**config.mk**
```make
export PLATFORM = sky130hd
export DESIGN_NAME = instruction_decode
export DESIGN_NICKNAME = d
export VERILOG_FILES = /design/src/rtl/instruction_decode.sv
export SDC_FILE = /design/constraint.sdc
export NUM_CORES = 1
export LEC_CHECK = 0
export ABC_CLOCK_PERIOD_IN_PS = 3050
export BUFFER_PORTS_ARGS = -buffer_cell sky130_fd_sc_hd__buf_2
export CAP_MARGIN = 20
export CORE_UTILIZATION = 50
export CTS_CLUSTER_SIZE = 30
export DETAILED_ROUTE_END_ITERATION = 16
export MAX_ROUTING_LAYER = met4
export PLACE_DENSITY = 0.73
export SLEW_MARGIN = 40
export SYNTH_ARGS = -nofsm -noshare
export SYNTH_HDL_FRONTEND = slang
export SYNTH_SLANG_ARGS = --single-unit
```
**constraint.sdc**
```tcl
create_clock -name clk -period 3.05 [get_ports clk]
set_clock_uncertainty 0.15 [all_clocks]
set_input_delay 0.305 -clock clk [delete_from_list [all_inputs] [get_ports clk]]
set_output_delay 0.305 -clock clk [all_outputs]
set_load 0.05 [all_outputs]
```
**src/rtl/instruction_decode.sv**
```systemverilog
// instruction_decode: decode stage of the 8-bit pipelined processor.
//
// Holds the 4x8 register file, resolves branches back to fetch, squashes the
// two wrong-path slots after a taken branch, and registers the ID/EX bundle.
//
// Ports:
//   clk            - clock, all state updates on the rising edge
//   rst            - asynchronous active-high reset
//   instruction    - fetched word: [7:4] opcode, [3:2] rd, [1:0] rs
//   pc_next        - address of instruction + 1
//   wb_en/addr/data- register file writeback (bypassed to same-cycle reads)
//   branch_taken   - one-cycle pulse to fetch, with branch_address
//   id_*           - registered ID/EX bundle
//   illegal        - one-cycle pulse on a reserved opcode
module instruction_decode (
  input  logic       clk,
  input  logic       rst,
  input  logic [7:0] instruction,
  input  logic [7:0] pc_next,
  input  logic       wb_en,
  input  logic [1:0] wb_addr,
  input  logic [7:0] wb_data,
  output logic       branch_taken,
  output logic [7:0] branch_address,
  output logic       id_valid,
  output logic [3:0] id_opcode,
  output logic [1:0] id_rd,
  output logic [7:0] id_op_a,
  output logic [7:0] id_op_b,
  output logic       id_reg_write,
  output logic [7:0] id_pc_next,
  output logic       illegal
);

  localparam logic [3:0] OpNop  = 4'h0;
  localparam logic [3:0] OpAdd  = 4'h1;
  localparam logic [3:0] OpSub  = 4'h2;
  localparam logic [3:0] OpAnd  = 4'h3;
  localparam logic [3:0] OpOr   = 4'h4;
  localparam logic [3:0] OpXor  = 4'h5;
  localparam logic [3:0] OpMov  = 4'h6;
  localparam logic [3:0] OpNot  = 4'h7;
  localparam logic [3:0] OpShl  = 4'h8;
  localparam logic [3:0] OpLi   = 4'h9;
  localparam logic [3:0] OpRsvA = 4'hA;
  localparam logic [3:0] OpRsvB = 4'hB;
  localparam logic [3:0] OpBrz  = 4'hC;
  localparam logic [3:0] OpBrnz = 4'hD;
  localparam logic [3:0] OpJr   = 4'hE;
  localparam logic [3:0] OpJrel = 4'hF;

  typedef enum logic [1:0] {StRun, StSkip2, StSkip1} state_e;

  state_e     state_q;
  logic [7:0] rf_q [4];

  logic [3:0] opcode;
  logic [1:0] rd;
  logic [1:0] rs;
  logic [7:0] rd_val;
  logic [7:0] rs_val;
  logic [7:0] jrel_target;

  assign opcode = instruction[7:4];
  assign rd     = instruction[3:2];
  assign rs     = instruction[1:0];

  // Same-cycle writeback wins over the array contents.
  assign rd_val = (wb_en && (wb_addr == rd)) ? wb_data : rf_q[rd];
  assign rs_val = (wb_en && (wb_addr == rs)) ? wb_data : rf_q[rs];

  // {rd,rs} is a signed 4-bit offset; the add wraps modulo 256.
  assign jrel_target = pc_next + {{4{instruction[3]}}, instruction[3:0]};

  logic       valid_d;
  logic [3:0] opcode_d;
  logic [7:0] op_a_d;
  logic [7:0] op_b_d;
  logic       reg_write_d;
  logic       illegal_d;
  logic       taken_d;
  logic [7:0] target_d;

  always_comb begin
    valid_d     = 1'b0;
    opcode_d    = 4'h0;
    op_a_d      = 8'h00;
    op_b_d      = 8'h00;
    reg_write_d = 1'b0;
    illegal_d   = 1'b0;
    taken_d     = 1'b0;
    target_d    = 8'h00;
    if (state_q == StRun) begin
      valid_d  = 1'b1;
      opcode_d = opcode;
      case (opcode)
        OpNop: ;
        OpAdd, OpSub, OpAnd, OpOr, OpXor, OpShl: begin
          op_a_d      = rd_val;
          op_b_d      = rs_val;
          reg_write_d = 1'b1;
        end
        OpMov: begin
          op_b_d      = rs_val;
          reg_write_d = 1'b1;
        end
        OpNot: begin
          op_a_d      = rd_val;
          reg_write_d = 1'b1;
        end
        OpLi: begin
          op_b_d      = {6'b0, rs};
          reg_write_d = 1'b1;
        end
        OpRsvA, OpRsvB: begin
          // Issued downstream as a plain NOP.
          opcode_d  = OpNop;
          illegal_d = 1'b1;
        end
        OpBrz, OpBrnz, OpJr: begin
          op_a_d   = rd_val;
          op_b_d   = rs_val;
          target_d = rs_val;
          case (opcode)
            OpBrz:   taken_d = (rd_val == 8'h00);
            OpBrnz:  taken_d = (rd_val != 8'h00);
            default: taken_d = 1'b1;
          endcase
        end
        OpJrel: begin
          op_a_d   = rd_val;
          op_b_d   = rs_val;
          target_d = jrel_target;
          taken_d  = 1'b1;
        end
        default: ;
      endcase
    end
  end

  // Squash FSM and registered ID/EX bundle.
  always_ff @(posedge clk or posedge rst) begin
    if (rst) begin
      state_q        <= StSkip1;
      branch_taken   <= 1'b0;
      branch_address <= 8'h00;
      id_valid       <= 1'b0;
      id_opcode      <= 4'h0;
      id_rd          <= 2'd0;
      id_op_a        <= 8'h00;
      id_op_b        <= 8'h00;
      id_reg_write   <= 1'b0;
      id_pc_next     <= 8'h00;
      illegal        <= 1'b0;
    end else begin
      case (state_q)
        StRun:   state_q <= taken_d ? StSkip2 : StRun;
        StSkip2: state_q <= StSkip1;
        default: state_q <= StRun;
      endcase
      branch_taken   <= taken_d;
      branch_address <= taken_d ? target_d : 8'h00;
      id_valid       <= valid_d;
      id_opcode      <= opcode_d;
      id_rd          <= valid_d ? rd : 2'd0;
      id_op_a        <= op_a_d;
      id_op_b        <= op_b_d;
      id_reg_write   <= reg_write_d;
      id_pc_next     <= valid_d ? pc_next : 8'h00;
      illegal        <= illegal_d;
    end
  end

  // Register file: writes happen regardless of squash state.
  always_ff @(posedge clk or posedge rst) begin
    if (rst) begin
      for (int i = 0; i < 4; i++) rf_q[i] <= 8'h00;
    end else if (wb_en) begin
      rf_q[wb_addr] <= wb_data;
    end
  end

endmodule

```
**Word-level counts from Yosys, hierarchy flattened**

Cells that the tools add are included.

- Flip-flop bits (word level): 76
- Latch bits: 0
- RAM bits: 0
- ROM bits: 0
- Input bits: 29
- Output and inout bits: 42
- Logic and storage cells: 84
- Memories kept: 0

- $add $sub $neg: 1
- $mul: 0
- Div/mod/pow operators: 0
- $lt $le $gt $ge: 4
- Equality and inequality tests: 18
- Shift operators: 0
- Multiplexer cells: 32
- Bitwise operators: 3
- Reductions and logical operators: 11

Operator list:

| operator | count |
|---|---|
| $mux W8 | 13 |
| $bmux W8 S2 | 2 |
| $bwmux W32 | 1 |
| $eq A4 B4 Y1 const B | 8 |
| $pmux W8 S2 | 2 |
| $reduce_or A11 Y1 | 2 |
| $demux W8 S2 | 1 |
| $eq A4 B3 Y1 const B | 4 |
| $ge A3 B3 Y1 const B | 3 |
| $not A2 Y3 | 3 |
| $reduce_or A9 Y1 | 1 |
| $add A8 B8 Y8 | 1 |
| $eq A4 B2 Y1 const B | 2 |
| $logic_not A8 Y1 | 1 |
| $mux W4 | 2 |
| $reduce_bool A8 Y1 | 1 |
| $mux W1 | 7 |
| $eq A2 B2 Y1 | 2 |
| $eq A4 B1 Y1 const B | 1 |
| $pmux W1 S2 | 2 |
| $pmux W2 S2 | 1 |
| $logic_and A1 B1 Y1 | 3 |
| $lt A3 B1 Y1 const B | 1 |
| $reduce_or A3 Y1 | 1 |
| other kinds (4) | 4 |

**Longest topological paths before layout**

Gate-level depths: netlist (run 1).

- Word-level depth: 11
- Depth in mapped cells: 8
- Mapped depth without buffers: 8

**Worst setup path before layout (run 1)**

OpenSTA, ideal clock, no wires.

- Path type: input-to-reg
- Start: input instruction[2]
- End: register branch_address[0]
- Library setup time: 0.133 ns
- Arrival: 1.841 ns
- Data required time: 2.767 ns
- Path slack: 0.925 ns
- Stages: 7
- Path buffers: 1
- Path through: buf_6 mux4_2 nor4_1 nand2_1 xnor2_1 o21ai_2 nor2_1

- Word-level cells in the longest chain between the ends: 10
- Elaborated cells on any way between the ends: 13
- Classes of those cells: eq/ne: 1; mux: 8; bitwise: 1; reduce/logical: 3

Ends and longest elaborated chain:

| what | RTL line | source |
|---|---|---|
| start: declaration | 18 | `input logic [7:0] instruction,` |
| $not A2 Y3 (not written as such) | 69 | `assign rd_val = (wb_en && (wb_addr == rd)) ? wb_data : rf_q[rd];` |
| $bmux W8 S2 | 69 |  |
| $mux W8 (not written as such) (2 in a row) | 69 |  |
| $mux W8 (*) | 69 |  |
| $reduce_bool A8 Y1 or $logic_not A8 Y1 (tied branches) | 126, 125 |  |
| $pmux W1 S2 (*) | 124 | `case (opcode)` |
| $pmux W1 S2 (*) | 96 | `case (opcode)` |
| $mux W1 (*) | 93 | `if (state_q == StRun) begin` |
| $mux W8 (*) | 162 | `branch_address <= taken_d ? target_d : 8'h00;` |
| end signal: assignment | 162 |  |
| end: declaration | 24 | `output logic [7:0] branch_address,` |

Every way passes the cells marked *; elsewhere a longest branch is shown, timed or not. The select of a mux whose other input is x is not followed.
A chain may end at the register's enable or synchronous reset.

**Worst setup path in the final report (run 1)**

- Start: input instruction[1]
- End: register branch_address[7]

- Word-level cells in the longest chain between the ends: 8
- Elaborated cells on any way between the ends: 11
- Classes of those cells: add/sub: 1; eq/ne: 1; mux: 7; bitwise: 1; reduce/logical: 1

Ends and longest elaborated chain:

| what | RTL line |
|---|---|
| parallel branches: the longest is 5 deep, another holds $add A8 B8 Y8 | - |
| $pmux W8 S2 (*) | 96 |
| $mux W8 (*) | 93 |
| $mux W8 (*) | 162 |

Mark *: on every way between the ends. The select of a mux whose other input is x is not followed.

==> results of run 1 <==
state kept, by name (all words and copies together) (netlist names), 2 cells and up:
register,cells
rf_q,32
id_op_a,8
branch_address,8
id_pc_next,8
id_rd,2
state_q,2
id_opcode,4
id_op_b,8
repair_timing:
| action | CTS | global route |
|---|---|---|
| buffers inserted | 0 | 0 |
| hold buffers | 1 | 0 |
| hold endpoints to repair | 32 | 0 |
| endpoints found under the setup margin | 0 | 0 |
worst max-delay path, stage by stage:
cell       delay, ps
buf_2            290
ha_1             290
a21oi_1          210
o21ai_1          120
a2111oi_0        460
nor3_1           180
or3_1            380
a31oi_2          160
placed cells by master (no fill, tap or decap), types with 3 or more instances in the layout:
cell,netlist,final
mux2_1,32,32
nor2_1,27,27
inv_2,2,3
mux4_2,16,16
a22oi_1,6,6
ha_1,7,7
buf_2,5,70
and2_1,16,16
nand3_1,4,4
xnor2_1,10,10
a21oi_1,7,7
mux2i_1,8,8
mux2_2,8,8
clkinv_2,0,3
dfrtp_1,74,74
clkbuf_8,0,10
nor4_1,4,4
nand2_1,10,10
xor2_1,3,3
nor3_1,4,4
logic make-up after synthesis:
logic type,count (synthesis),synth area share (%)
adder cells (fa/ha/maj),8,2.96
AO/OA/AOI/OAI,29,5.95
flip-flops,75,51.6
XOR/XNOR,13,3.13
multiplexers,64,24.5
AND/OR/NAND/NOR,72,9.79
buffers and inverters,17,2.13
synth_stat cells, drive strengths merged, types with 7 or more instances:
library cell | n | share of area, %
dfrtp | 74 | 51
mux2 | 40 | 12
nor2 | 27 | 2.8
and2 | 16 | 2.7
mux4 | 16 | 9.9
nand2 | 10 | 1.0
xnor2 | 10 | 2.4
mux2i | 8 | 2.2
a21oi | 7 | 0.96
ha | 7 | 2.4
per-layer routing:
| metal | global-route usage, % | wire length (um) |
|---|---|---|
| met5 | - | 0 |
| met4 | 7.90 | 48 |
| met3 | 4.74 | 357 |
| met2 | 35.2 | 3740 |
| met1 | 30.8 | 3660 |
power groups by stage:
| stage | registers (mW) | clock network, mW | logic, mW |
|---|---|---|---|
| 6_report | 1.22 | 0.659 | 0.805 |
| 4_1_cts | 1.22 | 0.679 | 0.809 |
| 3_3_place_gp | 1.23 | 0 | 0.791 |
| 5_1_grt | 1.24 | 0.710 | 0.860 |
| 2_1_floorplan | 1.47 | 0 | 0.359 |
| 3_5_place_dp | 1.24 | 0 | 0.806 |
final cells by class:
class	count	area, sq um
Multi-Input combinational cell	186	1690
Fill cell	596	2640
Clock inverter	5	30.0
Timing Repair Buffer	74	395
Tap cell	96	120
Clock buffer	10	138
Inverter	5	18.8
Sequential cell	75	1880
worst paths after layout:
kind                                               end  slack (ps)  cells past startpoint
min reg2reg                        rf_q[0]$_DFFE_PP0P_         370                      1
min in group asynchronous         rf_q[24]$_DFFE_PP0P_         480                      3
max reg2reg                branch_address[5]$_DFF_PP0_         810                      6
max in group asynchronous         id_op_b[2]$_DFF_PP0_        1600                      4
min                            id_pc_next[2]$_DFF_PP0_          40                      2
max                        branch_address[7]$_DFF_PP0_         770                      8
stage by stage:
stage / power, mW / setup slack (ps) / hold slack (ps) / instance area (sq um)
3_3_place_gp: 2.02 / 511 / 306 / 4090
5_1_grt: 2.81 / 638 / 28.5 / 4270
4_1_cts: 2.71 / 772 / 19.3 / 4270
2_1_floorplan: 1.83 / 687 / 284 / 3640
6_report: 2.68 / 774 / 36.2 / 4270
3_5_place_dp: 2.04 / 418 / 319 / 4090
==> results_dict.tcl, run 1 <==
set metrics [dict create \
    final_antenna_net_count 0 \
    antennaDiodeCount 0 \
    row_count 30 \
    grt_pass1_vias 2498 \
    clock_path_buffers 2 \
    via_per_inst 5.50 \
    io_buffers 70 \
    netSwitchingPower_uw 941 \
    path_class "in2reg" \
    netlist_instances 278 \
    synth_seq_cells 75 \
    io_pins 71 \
    grt_setup_unrepaired "false" \
    gp_congestion 0.825 \
    cp-startpoint "instruction[1]" \
    hold_path_class "in2reg" \
    cap_violations 0 \
    die_h_um 87.3 \
    fin_util_pct 61.8 \
    required_ps 3170 \
    cts_tree "built" \
    start_util_pct 52.7 \
    dp.final_hpwl_mm 5.68 \
    path_clk_slew_ps 80 \
    drt_iter0_drc 140 \
    power.internal_mw 1.74 \
    grt_use_total_pct 23.0 \
    worst_pin_slew_ps 728 \
    combPwrFrac_pct 30.0 \
    async_reset_ff_share_pct 100 \
    cts_resized 0 \
    antenna_found_initial 0 \
    status "completed" \
    grt_max_degree 43 \
    drive_gt1_share_pct 34.1 \
    seq_area_frac_synth_pct 51.6 \
    slew-limit-headroom_pct 51.2 \
    dr.pass1.iters 4 \
    insertion_delay_ps 350 \
    setup-violations-final 0 \
    cp-end-kind "flip-flop" \
    clkPwrFrac_pct 24.6 \
    drc 0 \
    fin_nets 388 \
    crit_path_max_fanout 12 \
    cp-start-kind "input pin" \
    cts-root-buf "clkbuf_8" \
    syn_nets 315 \
    wirelength_mm 7.81 \
    synth_flop_cell "dfrtp_1" \
    rr_startpoint "rf_q[24]$_DFFE_PP0P_" \
    ir_drop_v 0.000386 \
    power_frac_seq_pct 45.5 \
    synth_edf_count 0 \
    power.leakage_nw 2.00 \
    overflow 0 \
    yosys.cell_types.count 42 \
    ys_warn_count 0 \
    core_area_sq_mm 0.00691 \
    dieArea_sq_mm 0.00763 \
    syn-cell-area_sq_mm 0.00364 \
    grt_pass1_wl_mm 12.5 \
    arrival_ps 2400 \
    routed-via-count 2479 \
    synthToLayoutAreaGrowth_pct 17.1 \
    max_freq_mhz 439 \
    post_drt_wl_per_cell_um 17.3 \
    place_inst 435 \
    finalCriticalPeriod_ps 2280 \
    hold_viol_final 0 \
    cts_buffers 9 \
    die_x_um 87.3 \
    hp-start "pc_next[2]" \
    period_share_pct 74.6 \
    maxSlewViolCount 0 \
    power_density_mw_per_mm2 629 \
    tns_ps 0 \
    switching_share_pct 35.1 \
    cts_max_level 3 \
    final_cells 451 \
    cts_sinks 75 \
    synth_area_per_cell_sq_um 13.1 \
]
Power figures use the tool's default switching activity.
==> run 2: changes to the inputs <==
--- a/config.mk
+++ b/config.mk
@@ -5,7 +5,8 @@
 export SDC_FILE = /design/constraint.sdc
 export NUM_CORES = 1
 export LEC_CHECK = 0
-export ABC_CLOCK_PERIOD_IN_PS = 3050
+export ABC_AREA = 1
+export ABC_CLOCK_PERIOD_IN_PS = 2100
 export BUFFER_PORTS_ARGS = -buffer_cell sky130_fd_sc_hd__buf_2
 export CAP_MARGIN = 20
 export CORE_UTILIZATION = 50
==> constraint.sdc (replaced) <==
create_clock -name clk -period 2.1 [get_ports clk]
set_clock_uncertainty 0.15 [all_clocks]
set_input_delay 0.21 -clock clk [delete_from_list [all_inputs] [get_ports clk]]
set_output_delay 0.21 -clock clk [all_outputs]
set_load 0.05 [all_outputs]
==> run 2 against run 1 <==
  * Wire length up 26%
  * Via count increased by 43%
  * Largest power group unchanged
  * Register-to-register slack worse by 400 ps
  * Highest routed layer unchanged
  * Largest cell class unchanged
==> results_dict.tcl, run 2 <==
set metrics [dict create \
    synthToLayoutAreaGrowth_pct 23.3 \
    period_share_pct 92.9 \
    synth_common_cells "nand2_1 (106), dfrtp_1 (74), o21ai_0 (74)" \
    arrival_ps 2080 \
    required_ps 2230 \
    core_area_sq_mm 0.00733 \
    power.leakage_nw 2.46 \
    hold_path_class "in2reg" \
    wirelength_mm 9.85 \
    place_area_sq_mm 0.00440 \
    synth_flop_cell "dfrtp_1" \
    rr_endpoint "branch_address[7]$_DFF_PP0_" \
    finalCriticalPeriod_ps 1950 \
    grt_max_degree 40 \
    clock_path_buffers 2 \
    cts_sinks 75 \
    cp-start-kind "input pin" \
    post_cts_buffers 0 \
    grt_setup_unrepaired "true" \
    setup-violations-final 0 \
    synth_edf_count 0 \
    routed-via-count 3554 \
    grt_pass1_wl_mm 15.7 \
    cts_tree "built" \
    dp.final_hpwl_mm 7.34 \
    regArea_sq_mm 0.00188 \
    dr.pass1.iters 5 \
    seq_area_frac_synth_pct 48.9 \
    drive_gt1_share_pct 22.8 \
    via_per_inst 5.23 \
    path_class "in2reg" \
    cp-end-kind "flip-flop" \
    worst_pin_slew_ps 552 \
    overflow 0 \
    antenna_found_initial 0 \
    syn_nets 519 \
    gp_congestion 0.927 \
    fin_area_sq_mm 0.00474 \
    insertion_delay_ps 350 \
    hold_viol_final 0 \
    status "completed" \
    ir_drop_v 0.000545 \
    cap_violations 0 \
    netlist_instances 482 \
    synth.top_cell.area_share_pct 48.2 \
    grt_pass1_vias 3302 \
    die_h_um 89.7 \
    io_pins 71 \
    tns_ps 0 \
    power_density_mw_per_mm2 862 \
    r2r_cells 11 \
    slew-limit-headroom_pct 63.1 \
    dieArea_sq_mm 0.00804 \
    max_freq_mhz 513 \
    final_common_cell "nand2_1" \
    synth_area_per_cell_sq_um 7.97 \
    crit_path_max_fanout 5 \
    rr_startpoint "rf_q[6]$_DFFE_PP0P_" \
    synth_most_common_cell "nand2_1" \
    synth_area_leader_cell "dfrtp_1" \
    multiInputGateArea_sq_mm 0.00166 \
    final_antenna_net_count 0 \
    drt_iter0_drc 194 \
    cts_max_level 3 \
    die_x_um 89.7 \
    drc 0 \
    reg2reg_setup_slack_ps 410 \
    start_util_pct 52.4 \
    ys_warn_count 0 \
    grt_use_total_pct 26.9 \
    synth_seq_cells 75 \
    cts-root-buf "clkbuf_8" \
    antennaDiodeCount 0 \
    maxSlewViolCount 0 \
    num-fill-cells 650 \
    cts_buffers 9 \
    async_reset_ff_share_pct 100 \
    largest_reg_flops 32 \
    yosys.cell_types.count 35 \
    crit_end "branch_address[5]$_DFF_PP0_" \
    post_drt_wl_per_cell_um 14.5 \
    fin_nets 613 \
    yosys-top-cells-area "dfrtp_1 (48%), nand2_1 (10%), o21ai_0 (9.6%)" \
    regMostFlops "rf_q" \
    most-common-layout-cells "nand2_1 (106), dfrtp_1 (74), o21ai_0 (72)" \
    cp-startpoint "pc_next[3]" \
    io_buffers 70 \
    syn-cell-area_sq_mm 0.00384 \
    row_count 31 \
    path_clk_slew_ps 70 \
]
-- run 2: cell types whose count changed in the layout (fill, tap and decap cells not counted), moves of 13 or more --
cell     change
nand2_1     +96
o21ai_0     +71
inv_1       +54
mux2_1      -32
nand3_1     +27
and2_1      -16
mux4_2      -16
nor2_1      +15
buf_4       +13
-- run 2: worst max-delay path, stage by stage --
cell	delay, ps
dlygate4sd3_1	530
buf_2	130
ha_1	330
nand2_1	120
inv_1	70
nand4_1	90
nand2_1	80
a21boi_0	160
o21ai_0	110
o21ai_0	80
inv_1	80
nor2_2	90
-- run 2: timing repair --
item	4_1_cts	5_1_grt
hold buffers	10	0
setup endpoints to repair	0	4
hold endpoints to repair	28	0
gates resized for setup	0	5
-- run 2: logic make-up after synthesis --
kind of cell	after synthesis	share of synthesized area, %
adder cells (fa/ha/maj)	8	2.80
AND/OR/NAND/NOR	205	23.4
flip-flops	75	48.9
buffers and inverters	79	8.30
XOR/XNOR	3	0.684
AO/OA/AOI/OAI	112	16.0
-- run 2: metrics by stage --
| step | total power, mW | hold slack [ps] | setup slack [ps] | util, % | cells |
|---|---|---|---|---|---|
| global placement | 2.76 | 99.8 | 58.5 | 60.0 | 654 |
| CTS | 4.09 | 25.6 | 66.0 | 64.6 | 679 |
| detailed placement | 2.78 | 103 | 49.3 | 60.0 | 654 |
| finish | 4.09 | 39.9 | 149 | 64.7 | 679 |
| floorplan | 2.47 | 166 | 368 | - | 482 |
| global route | 4.29 | 48.7 | -36.6 | 64.7 | 679 |
-- run 2: where the power goes --
group	switching, mW	leakage (nW)	internal [mW]
clock network	0.520	0.112	0.781
registers	0.0876	0.955	1.62
logic	0.765	1.39	0.316
-- run 2: worst min-delay path by stage --
stage | slack [ps] | startpoint | to | depth (start not counted)
6_report | 40 | instruction[4] | id_opcode[0]$_DFF_PP0_ | 3
5_1_grt | 50 | instruction[4] | id_opcode[0]$_DFF_PP0_ | 3
2_1_floorplan | 170 | pc_next[0] | id_pc_next[0]$_DFF_PP0_ | 2
3_3_place_gp | 100 | rst | id_opcode[0]$_DFF_PP0_ | 2
3_5_place_dp | 100 | rst | id_opcode[0]$_DFF_PP0_ | 2
4_1_cts | 30 | instruction[4] | id_opcode[0]$_DFF_PP0_ | 3
-- run 2: per-layer routing --
metal,vias to the layer above,track usage [%],share of wire [%],routed length [um]
li1,1746,-,-,-
met1,1649,33.9,44,4300
met2,135,43.5,48,4690
met3,24,5.58,6.7,658
met4,0,8.66,2.0,199
met5,-,-,0,0
-- run 2: layout make-up --
cell class	instances	share of cell area (%)
multi-input combinational	328	34.9
timing repair buffer	97	12.7
clock inverter	5	2.16
clock buffer	10	2.69
inverter	65	5.28
sequential	75	39.6
tap	99	2.61
